**config.mk**
```make
export PLATFORM = sky130hd
export DESIGN_NAME = gray_sync_decoder
export DESIGN_NICKNAME = d
export VERILOG_FILES = /design/src/rtl/gray_sync_decoder.sv
export SDC_FILE = /design/constraint.sdc
export NUM_CORES = 1
export LEC_CHECK = 0
export ABC_AREA = 1
export BUFFER_PORTS_ARGS = -buffer_cell sky130_fd_sc_hd__buf_2
export CAP_MARGIN = 20
export CORE_AREA = 2 2 71 73
export DETAILED_ROUTE_END_ITERATION = 16
export DIE_AREA = 0 0 73 75
export PLACE_DENSITY = 0.58
export SYNTH_ARGS = -nofsm -noshare
export SYNTH_HDL_FRONTEND = slang
export SYNTH_SLANG_ARGS = --single-unit
```
**constraint.sdc**
```tcl
create_clock -name clk -period 3 [get_ports clk]
set_clock_uncertainty 0.15 [all_clocks]
set_input_delay 0.45 -clock clk [delete_from_list [all_inputs] [get_ports clk]]
set_output_delay 0.45 -clock clk [all_outputs]
set_load 0.02 [all_outputs]
```
**src/rtl/gray_sync_decoder.sv**
```systemverilog
// Gray-code input synchronizer and step checker.
// Samples an asynchronous Gray bus through a flop chain, decodes it to binary,
// classifies each change as +1, -1 or illegal, and drops into a sticky fault
// after ERR_LIMIT illegal jumps in a row.
module gray_sync_decoder #(
    parameter int WIDTH       = 4,
    parameter int SYNC_STAGES = 2,
    parameter int ERR_LIMIT   = 3
) (
    input  logic             clk,
    input  logic             rst,
    input  logic [WIDTH-1:0] gray_in,
    input  logic             clear_err,
    output logic [WIDTH-1:0] bin_out,
    output logic             bin_valid,
    output logic             step_up,
    output logic             step_dn,
    output logic             delta_err,
    output logic [7:0]       err_count,
    output logic             fault
);

    localparam int CW = $clog2(SYNC_STAGES + 1);

    typedef enum logic [1:0] {
        S_INIT  = 2'd0,
        S_TRACK = 2'd1,
        S_FAULT = 2'd2
    } state_t;

    localparam logic [WIDTH-1:0] DELTA_UP = {{(WIDTH-1){1'b0}}, 1'b1};
    localparam logic [WIDTH-1:0] DELTA_DN = {WIDTH{1'b1}};

    function automatic logic [WIDTH-1:0] gray2bin(input logic [WIDTH-1:0] g);
        logic [WIDTH-1:0] b;
        b[WIDTH-1] = g[WIDTH-1];
        for (int i = WIDTH - 2; i >= 0; i--) begin
            b[i] = b[i+1] ^ g[i];
        end
        return b;
    endfunction

    logic [SYNC_STAGES-1:0][WIDTH-1:0] sync_q;
    logic [WIDTH-1:0] s_bin, delta;

    state_t           state_q, state_n;
    logic [CW-1:0]    wait_q, wait_n;
    logic [WIDTH-1:0] p_q, p_n;
    logic [WIDTH-1:0] bin_q, bin_n;
    logic             up_q, up_n, dn_q, dn_n, err_q, err_n;
    logic [7:0]       cnt_q, cnt_n;
    logic [3:0]       consec_q, consec_n;

    // Synchronizer chain; only the last stage is ever observed.
    always_ff @(posedge clk or posedge rst) begin
        if (rst) sync_q <= '0;
        else     sync_q <= {sync_q[SYNC_STAGES-2:0], gray_in};
    end

    assign s_bin = gray2bin(sync_q[SYNC_STAGES-1]);
    assign delta = s_bin - p_q;   // wraps mod 2^WIDTH

    // State and datapath registers.
    always_ff @(posedge clk or posedge rst) begin
        if (rst) begin
            state_q  <= S_INIT;
            wait_q   <= '0;
            p_q      <= '0;
            bin_q    <= '0;
            up_q     <= 1'b0;
            dn_q     <= 1'b0;
            err_q    <= 1'b0;
            cnt_q    <= '0;
            consec_q <= '0;
        end else begin
            state_q  <= state_n;
            wait_q   <= wait_n;
            p_q      <= p_n;
            bin_q    <= bin_n;
            up_q     <= up_n;
            dn_q     <= dn_n;
            err_q    <= err_n;
            cnt_q    <= cnt_n;
            consec_q <= consec_n;
        end
    end

    // Next-state and step classification; clear_err overrides everything.
    always_comb begin
        state_n  = state_q;
        wait_n   = wait_q;
        p_n      = p_q;
        bin_n    = bin_q;
        up_n     = 1'b0;
        dn_n     = 1'b0;
        err_n    = 1'b0;
        cnt_n    = cnt_q;
        consec_n = consec_q;

        if (clear_err) begin
            state_n  = S_INIT;
            wait_n   = '0;
            cnt_n    = '0;
            consec_n = '0;
        end else begin
            case (state_q)
                S_INIT: begin
                    // Let the chain refill before trusting its output.
                    if (wait_q == CW'(SYNC_STAGES)) begin
                        bin_n   = s_bin;
                        p_n     = s_bin;
                        wait_n  = '0;
                        state_n = S_TRACK;
                    end else begin
                        wait_n = wait_q + 1'b1;
                    end
                end
                S_TRACK: begin
                    p_n = s_bin;
                    if (delta == DELTA_UP) begin
                        bin_n    = s_bin;
                        up_n     = 1'b1;
                        consec_n = '0;
                    end else if (delta == DELTA_DN) begin
                        bin_n    = s_bin;
                        dn_n     = 1'b1;
                        consec_n = '0;
                    end else if (delta != '0) begin
                        // Illegal jump: still follow the input so we resync.
                        bin_n    = s_bin;
                        err_n    = 1'b1;
                        consec_n = consec_q + 1'b1;
                        if (cnt_q != 8'hFF) cnt_n = cnt_q + 1'b1;
                        if (consec_n == 4'(ERR_LIMIT)) state_n = S_FAULT;
                    end
                end
                S_FAULT: begin
                    // Sticky: only clear_err or rst leave this state.
                end
                default: state_n = S_INIT;
            endcase
        end
    end

    assign bin_out   = bin_q;
    assign bin_valid = (state_q == S_TRACK);
    assign fault     = (state_q == S_FAULT);
    assign step_up   = up_q;
    assign step_dn   = dn_q;
    assign delta_err = err_q;
    assign err_count = cnt_q;

endmodule
```
### Word-level counts from Yosys, hierarchy flattened

Index checks and enable logic that the tools add are counted.

* register bits after elaboration: 35
* bits of input ports: 7
* logic and storage cells: 88
* output and inout port bits: 17

* reduce and logical (&&, ||, !) cells: 13
* bitwise gates (word level): 4
* equal/unequal tests: 17
* add/subtract/negate cells: 4
* multiplexer cells: 39

Operators with widths (number)
* 2-to-1 mux 8 bit: 6
* 2-to-1 mux 4 bit: 9
* 2-to-1 mux 2 bit: 9
* one-hot mux 4 bit (2 select lines): 2
* 2-to-1 mux 1 bit: 12
* nonzero test 2 bit: 5
* inequality test 3 bit, second input constant: 3
* adder 8 x 1 -> 8 bit, second input constant: 1
* inequality test 2 bit, second input constant: 4
* inequality test 8 bit, second input constant: 1
* nonzero test 4 bit: 2
* inequality test 3 x 2 -> 1 bit, second input constant: 2
* one-hot mux 2 bit (3 select lines): 1
* AND reduction 6 bit: 1
* AND reduction 5 bit: 1
* adder 4 x 1 -> 4 bit, second input constant: 1
* == test 2 bit, second input constant: 2
* == test 4 x 1 -> 1 bit, second input constant: 1
* == test 4 x 2 -> 1 bit, second input constant: 1
* == test 4 bit, second input constant: 1
* inequality test 4 x 1 -> 1 bit, second input constant: 1
* AND reduction 4 bit: 1
* subtractor 4 bit: 1
* AND reduction 3 bit: 1
* 6 further kinds: 8

### Logic depth before layout (Yosys ltp)

Gate-level depths: netlist of run 1.

* depth after elaboration: 10
* gate-level depth with buffers: 17
* depth with buffers taken out: 17

### Worst setup path after synthesis of run 1

Ideal clock, no wire load.

* kind: flip-flop to flip-flop
* start: register sync_q (netlist bit s_bin[3])
* end: register cnt_q[7] (netlist: err_count[7])
* data required time: 2.784 ns
* path slack: 0.137 ns
* buffers on the path: 0
* library setup time: 0.066 ns
* cell stages (with the launch flop): 16
* arrival: 2.646 ns
* clock period less this slack: 2.863 ns
* cells stage by stage: dfrtp_1 xor2_1 or2_1 nand2_2 xnor2_2 inv_2 ha_1 fa_1 or2_1 nor2_1 nand3_2 nand2_4 nor2_4 nand2_4 nand3_1 nand2_1

* longest elaborated chain between the ends: 7
* elaborated cells between the ends (all ways): 11
* those cells by class: add/sub: 1; eq/ne: 4; bitwise: 3; reduce/logical: 3

RTL lines
* start: declaration: RTL line 43 `logic [SYNC_STAGES-1:0][WIDTH-1:0] sync_q;`
* start signal: assignment: RTL line 57 `else sync_q <= {sync_q[SYNC_STAGES-2:0], gray_in};`
* bitwise XOR 1 bit *: RTL line 38 `b[i] = b[i+1] ^ g[i];`
* via s_bin[2]: RTL line 44 `logic [WIDTH-1:0] s_bin, delta;`
* bitwise XOR 1 bit (2 in series): RTL line 38
* subtractor 4 bit *: RTL line 61 `assign delta = s_bin - p_q;`
* == test 4 bit, or another cell as far along: RTL line 124 `end else if (delta == DELTA_DN) begin`
* inequality test 2 bit (no line) / nonzero test 2 bit (equally long branches)
* AND reduction 5 bit (no line) *
* end signal: assignment: RTL line 83 `cnt_q <= cnt_n;`
* end: declaration: RTL line 51 `logic [7:0] cnt_q, cnt_n;`

Mark *: on every way through the listed nets, which the timed path passes. The rest lies on a longest branch.
A chain may end at the register's enable or synchronous reset.

### Final worst setup path of run 1

* start: register sync_q (netlist bit s_bin[3])
* end: register cnt_q[6] (netlist: err_count[6])

Same word-level chain as after synthesis.

==> results of run 1 <==
## metal layers
metal | vias to the layer above | wire [um] | global-route usage (%)
met4 | 0 | 76 | 7.41
met2 | 27 | 1460 | 19.7
met5 | - | 0 | 0
met3 | 7 | 137 | 4.15
met1 | 653 | 1650 | 19.8
li1 | 709 | - | -
## cells in the final DEF, fill, tap and decap left out, types with 3 or more instances in the layout
cell type and instances:
xor2_1 3, nand3_1 22, nand4_1 7, inv_1 22
o21ai_0 3, inv_2 5, nand3b_1 3, o21ai_1 8
nand2_1 43, nor2_1 11, buf_4 7, o21ai_2 4
nand2_2 5, dfrtp_1 34, clkbuf_8 6, ha_1 5
buf_2 23
## cells in the mapped netlist (all sizes together)
cell,n,share of area [%]
a21oi,3,1.1
nor3,1,0.91
fa,1,1.1
nand2,50,12
nand3b,3,1.3
ha,6,4.2
o21bai,1,0.42
xnor2,2,1.4
dfrtp,35,49
nand4,7,2.5
nand3,24,7.0
xor2,5,2.9
inv,28,5.9
or2,2,0.70
clkbuf,1,0.21
nor2,14,4.3
o21ai,15,5.1
## what timing repair did
action	4_1_cts	5_1_grt
buffers inserted	0	5
setup endpoints to repair	0	14
resized for setup	0	12
endpoints found under the hold margin	0	0
hold buffers	0	0
## through the flow
step | total power [uW] | TNS [ns] | worst slack [ns]
CTS | 1840 | 0 | 0.0438
detailed placement | 1400 | 0 | 0.0659
global route | 2090 | -0.0683 | -0.0176
global placement | 1390 | 0 | 0.114
finish | 1930 | 0 | 0.104
floorplan | 1230 | 0 | 0.137
## kinds of logic after synthesis
kind of cell | Yosys count | share of synthesized area [%]
simple gates | 101 | 28.5
flops | 35 | 49.2
fa+ha+maj | 7 | 5.34
xor+xnor | 7 | 4.29
buf+inv | 29 | 6.12
compound gates | 19 | 6.54
## area by class of cell
class                      count  area, um^2
sequential                    35         877
multi-input combinational    134         830
tap                           54        67.6
inverter                      28         108
fill                         441        2470
clock buffer                   6        82.6
clock inverter                 2        35.0
timing repair buffer          31         188
## path summary, 6_finish.rpt
path,end,start,cells past startpoint
hold reg to reg,s_bin[3]$_DFF_PP0_,sync_q[3]$_DFF_PP0_,0
hold / removal,err_count[6]$_DFFE_PP0P_,rst,3
setup / recovery,err_count[6]$_DFFE_PP0P_,s_bin[3]$_DFF_PP0_,15
max in group asynchronous,s_bin[3]$_DFF_PP0_,rst,3
min in group clk,sync_q[3]$_DFF_PP0_,gray_in[3],1
setup reg to reg,err_count[6]$_DFFE_PP0P_,s_bin[3]$_DFF_PP0_,15
## sequential cells by signal, summed over array words and instances, names as in the netlist
name	flops
sync_q	7
err_count	8
step_dn	1
p_q	4
wait_q	2
step_up	1
state_q	2
delta_err	1
consec_q	4
s_bin	1
bin_out	4
## critical path: cells and delay by family, from the launching register on
family / cells / cell delay, ns
fa+ha+maj: 2 / 0.62
flops: 1 / 0.44
simple gates: 9 / 1.09
buf+inv: 2 / 0.23
xor+xnor: 2 / 0.27
## power breakdown
part / switching, uW / internal (uW)
Combinational: 533 / 318
Sequential: 66.6 / 570
Clock: 170 / 269
==> results.yml, run 1 <==
route:
  first_pass_iters: 4
  drc: 0
  ant_nets: 0
  wire_per_inst_um: 11.5
  wirelength_um: 3320
  routed_via_density: 4.81
  drtIter0Drc: 59
  vias: 1396
clocking:
  clkSinkCount: 35
  cts_tree: "done"
  clk_latency_ns: 0.29
  htreeDepth: 2
  numCtsBuffers: 5
  clk_path_buf_depth: 2
  path_clk_slew_ns: 0.07
  ctsRootBufferMaster: "clkbuf_8"
place:
  place_area_um2: 1980
  gp_congestion: 0.763
  detailed_place_hpwl_um: 2300
  dp.cells: 277
  io_buffers: 23
die:
  initial_core_util_pct: 38.2
  coreArea_um2: 4660
  pin_count: 24
  fp.dieW_um: 73
  die_area_um2: 5480
  placementRows: 25
  die_h_um: 75
sta:
  relSlewSlack_pct: 69.2
  tightest_slew_ns: 0.460
  rsz0062_at_grt: "true"
  fin_crit_sh_pct: 96.5
  drv_slew: 0
  hold_ws_ns: 0.104
  setup_violations: 0
  period_minus_slack_ns: 2.90
  max_freq_mhz: 345
  hold_viol_final: 0
layout:
  n_antenna_cell: 0
  area_growth_pct: 22.9
  fin_nets: 249
  drive_gt1_share_pct: 29.2
  fin_cells: 290
  final_cell_area_um2: 2190
  post-route-util_pct: 46.9
power:
  power_density_nw_per_um2: 881
  p_leak_uw: 0.00114
  ir_drop_uv: 309
critical_path:
  critPathKind: "reg2reg"
  crit_path_start_kind: "flop"
  critPathCaptureType: "flop"
  r2r_slack_ns: 0.10
  cp.required_ns: 3.03
  slowest_stage: "fa_2"
  cp_common_cell: "or2_1"
  cp_max_fo: 4
  path_cells: "xor2_2, or2_1, nand2_2, xnor2_2, inv_2, ha_4, fa_2, or2_1, nor2_1, nand3_2, nand2_4, nor2_8, buf_4, nand3b_1, nand2_1"
  crit_arrival_ns: 2.93
  max_stage_delay_ns: 0.45
global_route:
  grt_max_degree: 36
  antenna_found_initial: 0
  track_usage_pct: 14.1
  overflow: 0
  grt_pass1_wl_um: 5840
  grt_pass1_vias: 1292
synthesis:
  yosysSeqAreaShare_pct: 49.2
  ys_warn_count: 0
  ys_types: 28
  synth_seq_cells: 35
  netlist_instances: 198
  syn_nets: 212
  syn_avg_cell_area_um2: 8.99
  syn_area_um2: 1780
run_status:
  status: "complete, no violations"
run:
  maxCapViolCount: 0
worst_hold_path:
  min_path_type: "in2async"
No activity file was read; power rests on OpenSTA's default activity.
==> inputs of run 2 (changes only) <==
--- a/config.mk
+++ b/config.mk
@@ -8,10 +8,13 @@
 export ABC_AREA = 1
 export BUFFER_PORTS_ARGS = -buffer_cell sky130_fd_sc_hd__buf_2
 export CAP_MARGIN = 20
-export CORE_AREA = 2 2 71 73
+export CELL_PAD_IN_SITES_DETAIL_PLACEMENT = 0
+export CELL_PAD_IN_SITES_GLOBAL_PLACEMENT = 2
+export CORE_AREA = 2 2 73 75
 export DETAILED_ROUTE_END_ITERATION = 16
-export DIE_AREA = 0 0 73 75
-export PLACE_DENSITY = 0.58
+export DIE_AREA = 0 0 75 77
+export PLACE_DENSITY = 0.79
+export RECOVER_POWER = 25
 export SYNTH_ARGS = -nofsm -noshare
 export SYNTH_HDL_FRONTEND = slang
 export SYNTH_SLANG_ARGS = --single-unit
==> constraint.sdc (replaced) <==
create_clock -name clk -period 3.5 [get_ports clk]
set_clock_uncertainty 0.15 [all_clocks]
set_input_delay 0.525 -clock clk [delete_from_list [all_inputs] [get_ports clk]]
set_output_delay 0.525 -clock clk [all_outputs]
set_load 0.02 [all_outputs]
==> results.yml, run 2 (synthesis results as in run 1) <==
critical_path:
  cp.required_ns: 3.52
  cp_max_fo: 5
  slowest_stage: "fa_1"
  endpoint: "state_q[0]$_DFFE_PP0P_"
  crit_start: "s_bin[3]$_DFF_PP0_"
  path_cells: "xor2_1, or2_1, nand2_2, xnor2_2, inv_2, ha_1, fa_1, or2_1, nor2_1, nand3_2, o21ai_1, nor2_1, nand2_1, nand2_1"
  rr_worst_depth: 14
  r2r_slack_ns: 0.42
  crit_arrival_ns: 3.10
  max_stage_delay_ns: 0.47
  crit_path_start_kind: "flop"
  critPathKind: "reg2reg"
  timing.rr.end: "state_q[0]$_DFFE_PP0P_"
  crit-reg2reg-launch: "s_bin[3]$_DFF_PP0_"
  critPathCaptureType: "flop"
power:
  ir_drop_uv: 200
  p_leak_uw: 0.00109
  power_density_nw_per_um2: 734
die:
  coreArea_um2: 4980
  die_area_um2: 5780
  initial_core_util_pct: 35.7
  pin_count: 24
  fp.dieW_um: 75
  die_h_um: 77
  placementRows: 26
place:
  dp.cells: 291
  gp_congestion: 0.765
  io_buffers: 23
  detailed_place_hpwl_um: 2450
sta:
  tightest_slew_ns: 1.86
  setup_tns_ns: 0
  fin_crit_sh_pct: 87.9
  rsz0062_at_grt: "false"
  relSlewSlack_pct: -24.0
  period_minus_slack_ns: 3.08
  hold_ws_ns: 0.187
  hold_viol_final: 0
  max_freq_mhz: 325
  drv_slew: 36
  setup_violations: 0
global_route:
  grt_pass1_wl_um: 5770
  track_usage_pct: 13.0
  grt_max_degree: 36
  overflow: 0
  antenna_found_initial: 0
  grt_pass1_vias: 1249
route:
  ant_nets: 0
  wire_per_inst_um: 10.9
  routed_via_density: 4.45
  vias: 1332
  drtIter0Drc: 45
  drc: 0
  first_pass_iters: 4
  wirelength_um: 3270
worst_hold_path:
  min_path_type: "in2reg"
clocking:
  cts_resized: 0
  hold_buffers: 0
  ctsRootBufferMaster: "clkbuf_8"
  clk_path_buf_depth: 2
  numCtsBuffers: 5
  htreeDepth: 2
  cts_tree: "done"
  clk_latency_ns: 0.29
  clkSinkCount: 35
  cts_setup_buffers: 0
  path_clk_slew_ns: 0.07
layout:
  final_common_cell: "nand2_1"
  fin_nets: 242
  fill_cells: 516
  largest_reg_flops: 8
  fin_cells: 299
  layout_common_cells: "nand2_1 (45), dfrtp_1 (35), nand3_1 (23), buf_2 (23), inv_1 (22)"
  area_growth_pct: 17.7
  drive_gt1_share_pct: 23.1
  n_antenna_cell: 0
run_status:
  status: "finished with violations"
  violations: "max-capacitance violations, max-slew violations"
run:
  maxCapViolCount: 1
==> run 2: metrics by stage <==
stage	worst slack, ns	power (uW)	util (%)	instance area [um^2]
3_5_place_dp	0.405	1200	39.9	1990
4_1_cts	0.397	1570	42.2	2100
2_1_floorplan	0.637	1050	-	1780
6_report	0.422	1540	42.1	2090
3_3_place_gp	0.471	1200	39.9	1990
5_1_grt	0.203	1670	42.1	2090
==> run 2: report_power, final <==
| group | internal [uW] | switching, uW |
|---|---|---|
| clock | 212 | 150 |
| sequential | 488 | 50.0 |
| combinational | 210 | 428 |
==> run 2: routing by layer <==
metal  global-route usage (%)  up-vias  share of wire, %
met5                        0        -                 0
met2                     19.1       16                47
met4                     4.29        0               1.3
li1                         -      699                 -
met1                     17.8      613                48
met3                     4.47        4               3.4
==> run 2: layout make-up <==
| type | count | area, um^2 | share of cell area (%) |
|---|---|---|---|
| clock buffer | 5 | 68.8 | 3.29 |
| inverter | 28 | 105 | 5.02 |
| timing repair buffer | 24 | 119 | 5.68 |
| multi-input combinational | 134 | 795 | 37.9 |
| tap | 70 | 87.6 | 4.18 |
| clock inverter | 3 | 43.8 | 2.09 |
| sequential | 35 | 876 | 41.8 |
==> run 2: how the worst min path moves through the flow <==
| stage | to | depth (start not counted) | startpoint |
|---|---|---|---|
| finish | sync_q[2]$_DFF_PP0_ | 1 | gray_in[2] |
| global route | sync_q[1]$_DFF_PP0_ | 1 | gray_in[1] |
| CTS | sync_q[2]$_DFF_PP0_ | 1 | gray_in[2] |
| detailed placement | s_bin[3]$_DFF_PP0_ | 0 | sync_q[3]$_DFF_PP0_ |
| global placement | sync_q[6]$_DFF_PP0_ | 0 | sync_q[2]$_DFF_PP0_ |
| floorplan | s_bin[3]$_DFF_PP0_ | 0 | sync_q[3]$_DFF_PP0_ |
==> run 2: worst max-delay path, delay by kind of cell, from the launching register on <==
family	cells	cell delay, ns
and+or+nand+nor	8	0.98
adders and majority gates	2	0.69
xor gates and xnor gates	2	0.47
DFF	1	0.41
AOI/OAI and AO/OA	1	0.20
buffers and inverters	1	0.07
==> inputs of run 3 (changes only) <==
--- a/config.mk
+++ b/config.mk
@@ -10,10 +10,10 @@
 export CAP_MARGIN = 20
 export CELL_PAD_IN_SITES_DETAIL_PLACEMENT = 0
 export CELL_PAD_IN_SITES_GLOBAL_PLACEMENT = 2
-export CORE_AREA = 2 2 73 75
+export CORE_AREA = 2 2 76 78
 export DETAILED_ROUTE_END_ITERATION = 16
-export DIE_AREA = 0 0 75 77
-export PLACE_DENSITY = 0.79
+export DIE_AREA = 0 0 78 80
+export PLACE_DENSITY = 0.74
 export RECOVER_POWER = 25
 export SYNTH_ARGS = -nofsm -noshare
 export SYNTH_HDL_FRONTEND = slang
==> constraint.sdc (replaced) <==
create_clock -name clk -period 2.9 [get_ports clk]
set_clock_uncertainty 0.15 [all_clocks]
set_input_delay 0.435 -clock clk [delete_from_list [all_inputs] [get_ports clk]]
set_output_delay 0.435 -clock clk [all_outputs]
set_load 0.02 [all_outputs]
==> results.yml, run 3 (synthesis results as in run 1) <==
power:
  comb_power_share_pct: 44.5
  power_density_nw_per_um2: 894
  internal-power_uw: 1180
  ir_drop_uv: 279
  p_leak_uw: 0.00114
  power_frac_clock_pct: 22.5
  swShare_pct: 41.2
  p_seq_share_pct: 33.0
  switching_power_uw: 822
place:
  dp.cells: 298
  detailed_place_hpwl_um: 2510
  io_buffers: 23
  gp_congestion: 0.727
global_route:
  track_usage_pct: 12.4
  overflow: 0
  grt_max_degree: 36
  antenna_found_initial: 0
  grt_pass1_wl_um: 5970
  grt_pass1_vias: 1286
layout:
  largest_reg_flops: 8
  n_antenna_cell: 0
  fin_cells: 310
  fill_cells: 565
  final_common_cell: "nand2_1"
  area_growth_pct: 25.6
  layout_common_cells: "nand2_1 (43), dfrtp_1 (35), buf_2 (23), inv_1 (21), nand3_1 (17)"
  fin_nets: 251
  drive_gt1_share_pct: 32.4
  multi_input_area_um2: 861
  seq_area_um2: 876
run_status:
  status: "finished with violations"
  violations: "max-capacitance violations, max-slew violations"
sta:
  relSlewSlack_pct: -21.2
  tightest_slew_ns: 1.82
  setup_violations: 0
  period_minus_slack_ns: 2.80
  drv_slew: 36
  max_freq_mhz: 357
  fin_crit_sh_pct: 96.7
  rsz0062_at_grt: "true"
  setup_tns_ns: 0
  hold_viol_final: 0
critical_path:
  crit-reg2reg-launch: "sync_q[6]$_DFF_PP0_"
  critPathCaptureType: "flop"
  crit_start: "sync_q[6]$_DFF_PP0_"
  max_stage_delay_ns: 0.41
  path_cells: "xor2_2, or2_1, nand2_2, xnor2_2, inv_2, ha_4, fa_2, or2_1, nor2_1, nand3_2, nand2_4, nor2_4, nand2_4, nand3_1, nand2_1"
  slowest_stage: "fa_2"
  critPathKind: "reg2reg"
  crit_arrival_ns: 2.88
  cp_max_fo: 8
  cp.required_ns: 2.98
  crit_path_start_kind: "flop"
die:
  coreArea_um2: 5410
  initial_core_util_pct: 32.9
  fp.dieW_um: 78
  placementRows: 27
  die_h_um: 80
  pin_count: 24
  die_area_um2: 6240
route:
  routed_via_density: 4.45
  wire_per_inst_um: 11.2
  vias: 1380
  drc: 0
  wirelength_um: 3460
  drtIter0Drc: 36
  ant_nets: 0
  first_pass_iters: 4
worst_hold_path:
  hold_start: "gray_in[3]"
  min_path_type: "in2reg"
clocking:
  cts_tree: "done"
  clk_latency_ns: 0.29
  ctsRootBufferMaster: "clkbuf_8"
  clkSinkCount: 35
  numCtsBuffers: 5
  path_clk_slew_ns: 0.08
  htreeDepth: 2
  clk_path_buf_depth: 2
run:
  maxCapViolCount: 1
[run 3: worst paths after layout]
kind                                       endpoint  slack, ns  cells after the start
setup / recovery           err_count[7]$_DFFE_PP0P_        0.1                     15
hold / removal                  sync_q[3]$_DFF_PP0_        0.1                      1
setup reg to reg           err_count[7]$_DFFE_PP0P_        0.1                     15
hold reg to reg                 sync_q[4]$_DFF_PP0_       0.20                      0
max in group asynchronous  err_count[0]$_DFFE_PP0P_       0.92                      3
min in group asynchronous       sync_q[2]$_DFF_PP0_       0.63                      3
[run 3: power by group through the flow]
stage	Sequential [uW]	Combinational, uW	Clock (uW)
after floorplan	702	567	0
final	659	888	450
after detailed placement	664	806	0
after CTS	655	808	470
after global routing	673	1010	491
after global placement	663	813	0
[run 3: cell type report]
class | instances | area share [%]
clock buffer | 5 | 3.08
clock inverter | 3 | 2.13
sequential | 35 | 39.2
multi-input combinational | 134 | 38.5
tap | 72 | 4.03
inverter | 28 | 4.70
timing repair buffer | 33 | 8.34
[run 3: worst max-delay path, delay by kind of cell, from the launching register on]
kind	cells	cell delay, ns
xor gates and xnor gates	2	0.30
adders and majority gates	2	0.57
buffers and inverters	1	0.07
DFF	1	0.40
and+or+nand+nor	10	1.27
[run 3: repair_timing]
action,4_1_cts,5_1_grt
gates resized for setup,0,16
endpoints found under the setup margin,0,14
buffers inserted,0,4
hold buffers,0,0
[run 3: routing by layer]
metal | global-route usage [%] | vias up | wire length, um
met5 | 0 | - | 0
met1 | 17.6 | 639 | 1800
met3 | 3.05 | 4 | 134
li1 | - | 715 | -
met4 | 4.74 | 0 | 31
met2 | 18.3 | 22 | 1500
[run 3: through the flow]
stage	hold slack, ns	utilization [%]	setup WS, ns	total power, uW	instance area, um^2
after floorplan	0.181	-	0.0373	1270	1780
after global placement	0.183	37.5	0.0519	1480	2030
after detailed placement	0.185	37.5	0.0376	1470	2030
after CTS	0.0858	39.6	0.0134	1930	2140
after global routing	0.0768	41.3	-0.0984	2170	2230
final	0.0977	41.3	0.0962	2000	2230
